--- src/rtl/hilo_div_ctrl.sv ---
// Sequencer between the execute stage and the signed divider. Launches a divide,
// waits a fixed latency, then writes quotient to LO and remainder to HI. Also
// handles MTHI/MTLO and stalls the CPU while a divide is in flight.
module hilo_div_ctrl #(
  parameter int unsigned DIV_WAIT = 2
) (
  input  logic        clock,
  input  logic        reset,
  input  logic        op_div,
  input  logic        op_mthi,
  input  logic        op_mtlo,
  input  logic [31:0] rs_val,
  input  logic [31:0] rt_val,
  input  logic [31:0] div_q,
  input  logic [31:0] div_r,
  output logic        div_start,
  output logic [31:0] div_dividend,
  output logic [31:0] div_divisor,
  output logic        stall,
  output logic        done,
  output logic [31:0] hi,
  output logic [31:0] lo
);

  typedef enum logic [1:0] {StIdle, StIssue, StWait, StWrite} state_e;

  localparam logic [3:0] CntInit = 4'(DIV_WAIT - 1);

  state_e      state_q, state_d;
  logic [3:0]  cnt_q, cnt_d;
  logic        zero_q, zero_d;
  logic [31:0] hi_q, hi_d;
  logic [31:0] lo_q, lo_d;
  logic [31:0] dividend_q, dividend_d;
  logic [31:0] divisor_q, divisor_d;

  // State and datapath registers; reset aborts any divide without touching HI/LO beyond clearing.
  always_ff @(posedge clock or negedge reset) begin
    if (!reset) begin
      state_q    <= StIdle;
      cnt_q      <= '0;
      zero_q     <= 1'b0;
      hi_q       <= '0;
      lo_q       <= '0;
      dividend_q <= '0;
      divisor_q  <= '0;
    end else begin
      state_q    <= state_d;
      cnt_q      <= cnt_d;
      zero_q     <= zero_d;
      hi_q       <= hi_d;
      lo_q       <= lo_d;
      dividend_q <= dividend_d;
      divisor_q  <= divisor_d;
    end
  end

  // Next-state logic and control outputs.
  always_comb begin
    state_d    = state_q;
    cnt_d      = cnt_q;
    zero_d     = zero_q;
    hi_d       = hi_q;
    lo_d       = lo_q;
    dividend_d = dividend_q;
    divisor_d  = divisor_q;
    div_start  = 1'b0;
    done       = 1'b0;
    stall      = (state_q != StIdle);

    case (state_q)
      StIdle: begin
        if (op_div) begin
          // Divide takes priority; any simultaneous move is dropped.
          stall      = 1'b1;
          dividend_d = rs_val;
          divisor_d  = rt_val;
          zero_d     = (rt_val == 32'd0);
          state_d    = (rt_val == 32'd0) ? StWrite : StIssue;
        end else begin
          if (op_mthi) hi_d = rs_val;
          if (op_mtlo) lo_d = rs_val;
        end
      end
      StIssue: begin
        div_start = 1'b1;
        cnt_d     = CntInit;
        state_d   = StWait;
      end
      StWait: begin
        if (cnt_q == 4'd0) begin
          state_d = StWrite;
        end else begin
          cnt_d = cnt_q - 4'd1;
        end
      end
      StWrite: begin
        done = 1'b1;
        if (zero_q) begin
          // Divide by zero: divider never started, fixed result.
          lo_d = 32'hFFFF_FFFF;
          hi_d = dividend_q;
        end else begin
          hi_d = div_r;
          lo_d = div_q;
        end
        state_d = StIdle;
      end
      default: state_d = StIdle;
    endcase
  end

  assign hi           = hi_q;
  assign lo           = lo_q;
  assign div_dividend = dividend_q;
  assign div_divisor  = divisor_q;

endmodule

--- config.mk ---
export PLATFORM = sky130hd
export DESIGN_NAME = hilo_div_ctrl
export DESIGN_NICKNAME = d
export VERILOG_FILES = /design/src/rtl/hilo_div_ctrl.sv
export SDC_FILE = /design/constraint.sdc
export NUM_CORES = 1
export LEC_CHECK = 0
export BUFFER_PORTS_ARGS = -buffer_cell sky130_fd_sc_hd__buf_2
export CAP_MARGIN = 25
export CELL_PAD_IN_SITES_DETAIL_PLACEMENT = 1
export CELL_PAD_IN_SITES_GLOBAL_PLACEMENT = 2
export CORE_ASPECT_RATIO = 0.7
export CORE_MARGIN = 2
export CORE_UTILIZATION = 28
export DETAILED_ROUTE_END_ITERATION = 7
export PLACE_DENSITY_LB_ADDON = 0.1
export SYNTH_ARGS = -nofsm -noshare
export SYNTH_HDL_FRONTEND = slang
export SYNTH_SLANG_ARGS = --single-unit
--- constraint.sdc ---
create_clock -name clock -period 2 [get_ports clock]
set_input_delay 0.4 -clock clock [delete_from_list [all_inputs] [get_ports clock]]
set_output_delay 0.4 -clock clock [all_outputs]
set_load 0.01 [all_outputs]
==> results.tsv, run 1 <==
metric	value	unit
drive_gt1_share	47.3	%
vdd_drop_max	0.557	mV
layout.nets	951	
rows	44	
relSlewSlack	66.1	%
clkTransAtPathRegs	0.06	ns
tns	0	ns
grt_pass1_wl	32.2	mm
critPathRequiredTime	1.60	ns
root_buffer	clkbuf_16	
timing.fmax	535	MHz
power.share.clock	23.2	%
layout_setup_ws	0.130	ns
end_kind	output port	
rr_endpoint	lo[15]	
worst_slew_pin_slew	0.505	ns
clock_sinks	135	
area_growth	38.8	%
ys_ff_latch	135	
dr.pass1.iters	4	
path_max_fanout	5	
crit_arrival	1.47	ns
switchingPower	5220	uW
cts_tree	yes	
fp.dieW	180	microns
clockBufferDepth	2	
netlist_area	6060	sq um
max_stage_delay	0.39	ns
start_util	28.9	%
yosysMostFrequentCell	dfrtp_1	
synth_ff_type	dfrtp_1	
yosysSeqAreaShare	55.8	%
die_h	127	microns
hold_depth	2	
num_vias	5201	
power_frac_seq	35.4	%
rsz0062_at_grt	false	
clkLatencyLatePin	0.41	ns
initialDrtViolationCount	116	
synth_area_leaders	dfrtp_1 (56%), mux2_2 (12%), o21ai_0 (7.2%)	
critPathMostFrequentCell	inv_1	
ioPinCount	264	
synth-edff-count	0	
worstHoldStart	rt_val[5]	
vias_per_cell	4.72	
status	completed	
dp_hpwl	15.5	mm
syn_avg_cell_area	11.1	sq um
reg2regPathDepth	7	
fin_total_pwr	13900	uW
first_global_vias	5618	
slew_violations	0	
hold_end	div_divisor[5]	
yosysWarnings	0	
numCtsBuffers	17	
core_area	21000	sq um
intPower	8700	uW
port_buffers	263	
p_per_area	1660	nW/um^2
ant_nets	0	
synth_fp_nets	683	
finalCritPeriodShare	93.5	%
drt-total-wl	20.6	mm
ys_types	31	
grt.total_usage	18.2	%
place_congestion	0.786	
skew	0.00686	ns
async_flop_share	100	%
slowest_stage	dfrtp_2	
antenna_found_initial	2	
hold_viol	0	
critPathLaunchType	flop	
p_sw_share	37.5	%
setup_viol	0	
wl_per_cell	18.7	microns
drv_cap	0	
leakagePower	0.00397	uW
synth_top_area_share	55.8	%
pwr-share-comb	41.4	%
grt_max_degree	65	
htree_levels	4	
yosys-top-cells-count	dfrtp_1 (135), nand2_1 (103), o21ai_0 (87)	
r2r_start	state_q[1]	
worst-setup-path-type	flop to output port	
reg2reg_slack	0.22	ns
hold_path.class	primary input to flop	
synthCells	544	
place_ws	0.146	ns
synth.largest_area_cell	dfrtp_1	
grt_overflow_total	0	
crit_path_cell_trace	inv_1 > ha_4 > and2b_2 > inv_1 > buf_2	
die_area	22800	sq um
drcViolationCount	0	
min_period	1.87	ns
## area by class of cell
cell class / count / area [sq um]
fillers: 2370 / 12600
multi-input cells: 366 / 2450
repair buffers: 286 / 1600
inverters: 6 / 22.5
clock inverters: 12 / 153
diodes: 1 / 2.50
well taps: 276 / 345
flip-flops and latches: 135 / 3380
clock buffers: 19 / 453
## repair_timing
action,in CTS,in global routing
setup buffers,2,2
hold endpoints to repair,23,0
endpoints found under the setup margin,1,1
gates resized for setup,2,1
hold buffers,1,0
## sequential cells by signal, indices dropped and copies added (netlist names)
signal / flops
cnt_q: 4
div_dividend: 32
hi: 32
state_q: 2
div_divisor: 32
lo: 32
zero_q: 1
## routing by layer
metal  wire length (microns)  share of wire (%)  track usage (%)
met1                    9430                 46             23.9
met5                      13              0.063                0
met2                    9450                 46             28.5
met4                     268                1.3             5.55
met3                    1420                6.9             6.13
## power groups by stage
stage | Combinational (uW) | Clock [uW] | Sequential, uW
finish | 5760 | 3230 | 4920
CTS | 5810 | 3320 | 4950
floorplan | 2610 | 0 | 5490
detailed placement | 5760 | 0 | 4980
global route | 6380 | 3460 | 5130
global placement | 5630 | 0 | 4890
## cell families (layout without fill, tap and decap cells)
logic type / Yosys count / in the layout / share of synthesized area, %
AOI/OAI and AO/OA: 139 / 139 / 12.7
xor gates and xnor gates: 1 / 1 / 0.145
adders and majority gates: 6 / 6 / 1.24
buffers and inverters: 43 / 323 / 4.34
DFF: 135 / 135 / 55.8
muxes: 96 / 96 / 17.2
other: 0 / 1 / 0
and+or+nand+nor: 124 / 124 / 8.57
## critical path: cells and delay by family (launching register included)
family | cells | cell delay, ns
flops | 1 | 0.39
buf+inv | 3 | 0.29
simple gates | 1 | 0.20
fa+ha+maj | 1 | 0.19
## worst max-delay path by stage
stage,from,end,slack (ns)
2_1_floorplan,state_q[0],hi[12],0.39
3_3_place_gp,state_q[0],state_q[1],0.21
3_5_place_dp,state_q[0],lo[29],0.15
4_1_cts,state_q[1],stall,0.03
5_1_grt,state_q[0],stall,0.02
6_report,state_q[1],stall,0.13
## cells in the final DEF, fill, tap and decap left out, drive strengths merged, types with 3 or more instances in the layout
cell type	Yosys	routed
mux2	64	64
buf	26	285
inv	6	6
nor4	9	9
clkinv	0	5
o21ai	99	99
ha	6	6
bufinv	0	3
mux2i	32	32
clkinvlp	0	4
dfrtp	135	135
o22ai	32	32
clkbuf	11	19
a21oi	4	4
nand2	103	103
## stage by stage
| step | area, sq um | std cells | hold WS (ns) | util, % |
|---|---|---|---|---|
| CTS | 8380 | 1098 | 0.212 | 39.9 |
| global placement | 7740 | 1064 | 0.290 | 36.9 |
| floorplan | 6060 | 544 | 0.104 | - |
| finish | 8400 | 1101 | 0.235 | 40.1 |
| global route | 8400 | 1101 | 0.215 | 40.1 |
| detailed placement | 7740 | 1064 | 0.296 | 36.9 |
No activity file was read; power rests on OpenSTA's default activity.
==> inputs of run 2 (changes only) <==
--- a/config.mk
+++ b/config.mk
@@ -14,6 +14,7 @@
 export CORE_UTILIZATION = 28
 export DETAILED_ROUTE_END_ITERATION = 7
 export PLACE_DENSITY_LB_ADDON = 0.1
+export REMOVE_ABC_BUFFERS = 1
 export SYNTH_ARGS = -nofsm -noshare
 export SYNTH_HDL_FRONTEND = slang
 export SYNTH_SLANG_ARGS = --single-unit
==> run 2 against run 1 <==
Against the previous run:
- critical path depth did not move
- fmax fell by 1.5%
- sequential power barely moved
- largest power group unchanged
- largest cell class unchanged
==> results.tsv, run 2 (synthesized netlist as in run 1, its figures left out) <==
metric	value	unit	change
status	completed		unchanged
hold_depth	2		unchanged
drive_gt1_share	47.2	%	was 47.3%
final_cell_mix	buf_2 (262), dfrtp_1 (133), nand2_1 (102)		unchanged
layout_commonest_cell	buf_2		unchanged
postLayoutCellArea	8420	sq um	was 8400 sq um
min_period	1.90	ns	was 1.87 ns
dr_wl_met3	1.48	mm	was 1.42 mm
reg2regPathDepth	7		unchanged
crit_cells	5		unchanged
setup_viol	0		unchanged
die_h	127	microns	unchanged
start_util	28.9	%	unchanged
clkTransAtPathRegs	0.06	ns	about the same
placed_area	7730	sq um	was 7740 sq um
critPathLaunchType	flop		unchanged
grt_max_degree	53		was 65
fp.dieW	180	microns	unchanged
fin_total_pwr	14000	uW	was 13,900 uW
worstHoldStart	rt_val[22]		was rt_val[5]
power.share.clock	24.5	%	was 23.2%
wl_per_cell	18.3	microns	was 18.7 microns
port_buffers	263		unchanged
power_frac_seq	34.9	%	was 35.4%
vdd_drop_max	0.720	mV	was 0.557 mV
hold_viol	0		unchanged
core_area	21000	sq um	unchanged
area_growth	39.0	%	was 38.8%
layout.nets	947		was 951
slew_violations	0		unchanged
skew	0.00781	ns	was 0.00686 ns
vias_per_cell	4.65		was 4.72
ant_nets	0		unchanged
nFillCells	2359		was 2,370
initialDrtViolationCount	170		was 116
relSlewSlack	62.4	%	was 66.1%
clkLatencyLatePin	0.41	ns	about the same
whs	0.233	ns	was 0.235 ns
slowest_stage	dfrtp_1		was dfrtp_2
rows	44		unchanged
place_congestion	0.790		was 0.786
cts_tree	yes		unchanged
r2r_start	state_q[1]		unchanged
path_max_fanout	5		unchanged
wl_met1	9.51	mm	was 9.43 mm
grt_pass1_wl	32.1	mm	was 32.2 mm
p_per_area	1670	nW/um^2	was 1660 nW/um^2
drv_cap	0		unchanged
drt-total-wl	20.0	mm	was 20.6 mm
p_sw_share	36.7	%	was 37.5%
drcViolationCount	0		unchanged
intPower	8880	uW	was 8700 uW
leakagePower	0.00398	uW	was 0.00397 uW
worst-setup-path-type	flop to output port		unchanged
dp_hpwl	14.7	mm	was 15.5 mm
worst_slew_pin_slew	0.564	ns	was 0.505 ns
switchingPower	5150	uW	was 5220 uW
path_buf_inv	3		unchanged
finalCritPeriodShare	94.9	%	was 93.5%
wl_met2	8.83	mm	was 9.45 mm
rsz0062_at_grt	false		unchanged
critPathRequiredTime	1.60	ns	about the same
antenna_found_initial	3		was 2
num_vias	5106		was 5,201
rr_endpoint	hi[6]		was lo[15]
hold_end	div_divisor[22]		was div_divisor[5]
crit_arrival	1.50	ns	was 1.47 ns
clockBufferDepth	2		unchanged
numCtsBuffers	17		unchanged
grt.total_usage	18.0	%	was 18.2%
crit_path_cell_trace	inv_2 > ha_4 > and2b_2 > inv_1 > buf_2		was inv_1 > ha_4 > and2b_2 > inv_1 > buf_2
htree_levels	4		unchanged
die_area	22800	sq um	unchanged
root_buffer	clkbuf_16		unchanged
ioPinCount	264		unchanged
first_global_vias	5594		was 5,618
hold_path.class	primary input to flop		unchanged
crit_family	flip-flops		unchanged
final_core_util	40.1	%	about the same
timing.fmax	527	MHz	was 535 MHz
reg2reg_slack	0.22	ns	about the same
grt_overflow_total	0		unchanged
end_kind	output port		unchanged
max_stage_delay	0.42	ns	was 0.39 ns
top_layer	met5		unchanged
clock_sinks	135		unchanged
pwr-share-comb	40.6	%	was 41.4%
dr.pass1.iters	4		unchanged
==> run 2: power groups by stage <==
stage | clock network (uW) | logic, uW | registers [uW]
global placement | 0 | 5610 | 4870
global route | 3670 | 6330 | 5120
finish | 3440 | 5700 | 4890
detailed placement | 0 | 5760 | 4940
CTS | 3570 | 5820 | 4910
floorplan | 0 | 2400 | 5490
==> run 2: how the worst max path moves through the flow <==
stage	from	to	slack, ns
5_1_grt	state_q[1]	stall	0.02
4_1_cts	state_q[0]	done	0.03
3_5_place_dp	state_q[0]	hi[6]	0.13
6_report	state_q[1]	stall	0.10
2_1_floorplan	state_q[1]	lo[22]	-1.51
3_3_place_gp	state_q[0]	hi[23]	0.23
==> run 2: layout make-up <==
type	count	area (sq um)	share of cell area [%]
antenna	1	2.50	0.0297
clock buffer	19	443	5.26
timing repair buffer	282	1570	18.7
tap	276	345	4.10
multi-input combinational	366	2450	29.1
clock inverter	12	200	2.38
inverter	6	22.5	0.268
sequential	135	3380	40.2
==> run 2: through the flow <==
step                TNS, ns  cells  setup slack, ns
global route              0   1096           0.0169
detailed placement        0   1062            0.130
CTS                       0   1096           0.0270
global placement          0   1062            0.229
floorplan           -119.80    507            -1.51
finish                    0   1097            0.101
==> run 2: repair_timing <==
item / in CTS / in global routing
setup buffers: 2 / 0
setup endpoints to repair: 1 / 2
hold buffers: 1 / 0
endpoints found under the hold margin: 49 / 0
gates cloned: 0 / 0
gates resized for setup: 3 / 3
==> run 2: routing by layer <==
metal	up-vias	global-route usage, %
li1	2452	-
met1	2467	24.4
met2	164	27.6
met3	19	6.36
met4	4	4.16
met5	-	0
==> run 2: worst register-to-register path, cell delays in order, from the launching register on <==
cell	delay, ns
dfrtp_1	0.42
inv_2	0.08
ha_4	0.18
and2b_2	0.20
buf_4	0.15
a21oi_4	0.18
buf_4	0.29
o21ai_0	0.15
==> inputs of run 3 (changes only) <==
--- a/config.mk
+++ b/config.mk
@@ -8,10 +8,11 @@
 export BUFFER_PORTS_ARGS = -buffer_cell sky130_fd_sc_hd__buf_2
 export CAP_MARGIN = 25
 export CELL_PAD_IN_SITES_DETAIL_PLACEMENT = 1
-export CELL_PAD_IN_SITES_GLOBAL_PLACEMENT = 2
+export CELL_PAD_IN_SITES_GLOBAL_PLACEMENT = 1
 export CORE_ASPECT_RATIO = 0.7
 export CORE_MARGIN = 2
-export CORE_UTILIZATION = 28
+export CORE_UTILIZATION = 36
+export CTS_CLUSTER_DIAMETER = 80
 export DETAILED_ROUTE_END_ITERATION = 7
 export PLACE_DENSITY_LB_ADDON = 0.1
 export REMOVE_ABC_BUFFERS = 1
==> run 3 against run 2 <==
Against the previous run:
- first-iteration DRC count is 65% higher
- register-to-register slack gained 0.03 ns
- clock skew grew 0.0026 ns
- combinational power is essentially flat
- non-clock buffer count is 1 lower
- flip-flop and latch count stayed put
- count of clock-buffer cells in the layout unchanged
- fmax decreased by 0.95%
- global-route usage grew 3.6 points
- cell area shrank 0.34%
- wire length fell by 5.8%
- sequential power about the same
- critical path type unchanged
- largest power group unchanged
- highest routed layer unchanged
==> results.tsv, run 3 (synthesized netlist as in run 1, its figures left out) <==
metric	value	unit	change
dr.pass1.iters	4		unchanged
vdd_drop_max	0.667	mV	was 0.720 mV
critPathLaunchType	flop		unchanged
end_kind	output port		unchanged
ant_nets	0		unchanged
crit_family	buffers and inverters		was flip-flops
die_area	17900	sq um	was 22,800 sq um
fp.dieW	159	microns	was 180 microns
grt_max_degree	73		was 53
finalCritPeriodShare	95.8	%	was 94.9%
path_buf_inv	3		unchanged
crit_arrival	1.52	ns	was 1.50 ns
numPlacedInstances	1007		was 1,062
drive_gt1_share	46.8	%	was 47.2%
num_vias	5179		was 5,106
hold_path.class	primary input to flop		unchanged
clock_sinks	135		unchanged
grt.total_usage	21.5	%	was 18.0%
final_cells	1045		was 1,097
hold_viol	0		unchanged
skew	0.0104	ns	was 0.00781 ns
dp_hpwl	13.3	mm	was 14.7 mm
grt_overflow_total	0		unchanged
vias_per_cell	4.96		was 4.65
n_antenna_cell	0		was 1
cts_tree	yes		unchanged
drv_cap	0		unchanged
port_buffers	263		unchanged
path_max_fanout	31		was 5
drcViolationCount	0		unchanged
clkLatencyLatePin	0.42	ns	was 0.41 ns
relSlewSlack	66.0	%	was 62.4%
antenna_found_initial	1		was 3
fin_total_pwr	14300	uW	was 14,000 uW
timing.fmax	522	MHz	was 527 MHz
core_area	16400	sq um	was 21,000 sq um
max_stage_delay	0.39	ns	was 0.42 ns
final_cell_mix	buf_2 (262), dfrtp_1 (134), nand2_1 (102)		was buf_2 (262), dfrtp_1 (133), nand2_1 (102)
rows	39		was 44
htree_levels	4		unchanged
start_util	36.9	%	was 28.9%
layout.nets	946		was 947
drt-total-wl	18.9	mm	was 20.0 mm
place_congestion	0.770		was 0.790
rsz0062_at_grt	false		unchanged
leakagePower	0.00400	uW	was 0.00398 uW
grt_pass1_wl	30.3	mm	was 32.1 mm
setup_viol	0		unchanged
worst_slew_pin_slew	0.506	ns	was 0.564 ns
crit_path_cell_trace	buf_4 > ha_4 > buf_16 > buf_2		was inv_2 > ha_4 > and2b_2 > inv_1 > buf_2
clkTransAtPathRegs	0.06	ns	about the same
first_global_vias	5517		was 5,594
min_period	1.92	ns	was 1.90 ns
initialDrtViolationCount	281		was 170
worst-setup-path-type	flop to output port		unchanged
area_growth	38.5	%	was 39.0%
ioPinCount	264		unchanged
root_buffer	clkbuf_16		unchanged
slowest_stage	dfrtp_1		unchanged
placed_area	7620	sq um	was 7730 sq um
status	completed		unchanged
wl_per_cell	18.1	microns	was 18.3 microns
clockBufferDepth	2		unchanged
numCtsBuffers	17		unchanged
tns	0	ns	unchanged
critPathRequiredTime	1.60	ns	about the same
die_h	113	microns	was 127 microns
layout_commonest_cell	buf_2		unchanged
slew_violations	0		unchanged
p_per_area	1700	nW/um^2	was 1670 nW/um^2
postLayoutCellArea	8390	sq um	was 8420 sq um
reg2reg_slack	0.25	ns	was 0.22 ns
## run 3: changes by cell type in the layout (fill, tap and decap cells not counted), moves of 2 or more
cell | previous run | this run
clkinv_2 | 3 | 0
inv_6 | 1 | 4
buf_12 | 8 | 6
inv_1 | 4 | 6
inv_2 | 2 | 0
## run 3: final timing paths
path	startpoint	endpoint	depth (start not counted)
setup reg to reg	state_q[0]	hi[16]	7
max in group asynchronous	reset	state_q[0]	3
min in group asynchronous	reset	lo[4]	3
hold reg to reg	cnt_q[0]	cnt_q[0]	1
hold / removal	rt_val[19]	div_divisor[19]	2
setup / recovery	state_q[1]	done	4
## run 3: layout make-up
cell class              count  area (sq um)
multi-input cells         366          2440
clock buffers              19           453
inverters                   6          22.5
flip-flops and latches    135          3380
well taps                 225           282
fillers                  1892          8010
repair buffers            281          1570
clock inverters            13           240
## run 3: per-layer routing
metal | share of wire, % | vias up | track usage, %
li1 | - | 2454 | -
met1 | 45 | 2544 | 27.8
met2 | 47 | 167 | 34.7
met3 | 7.0 | 12 | 7.72
met4 | 0.83 | 2 | 5.21
met5 | 0.069 | - | 0
## run 3: repair_timing
action	CTS	global route
hold endpoints to repair	51	0
setup endpoints to repair	1	1
pin swaps	0	0
cloned	0	1
buffers inserted	4	0
hold buffers	1	0
resized for setup	1	1
## run 3: per-stage QoR
step	hold WS, ns	setup WS [ns]	util (%)
6_report	0.231	0.0833	51.2
2_1_floorplan	0.104	-1.51	-
5_1_grt	0.212	0.0140	51.2
4_1_cts	0.209	0.0346	51.0
3_5_place_dp	0.431	0.163	46.5
3_3_place_gp	0.417	0.274	46.5
## run 3: power by group
part / total [uW] / internal, uW / leakage (uW) / switching (uW)
combinational: 5690 / 2540 / 0.00204 / 3150
sequential: 4900 / 4110 / 0.00162 / 789
clock: 3690 / 2430 / 0.000335 / 1260
total: 14300 / 9080 / 0.00400 / 5200
## run 3: worst register-to-register path: cells and delay by family (launching register included)
| family | cells | cell delay [ns] |
|---|---|---|
| buffers and inverters | 3 | 0.48 |
| flip-flops | 1 | 0.35 |
| AO/OA/AOI/OAI | 2 | 0.37 |
| AND/OR/NAND/NOR | 1 | 0.21 |
| adder cells (fa/ha/maj) | 1 | 0.23 |
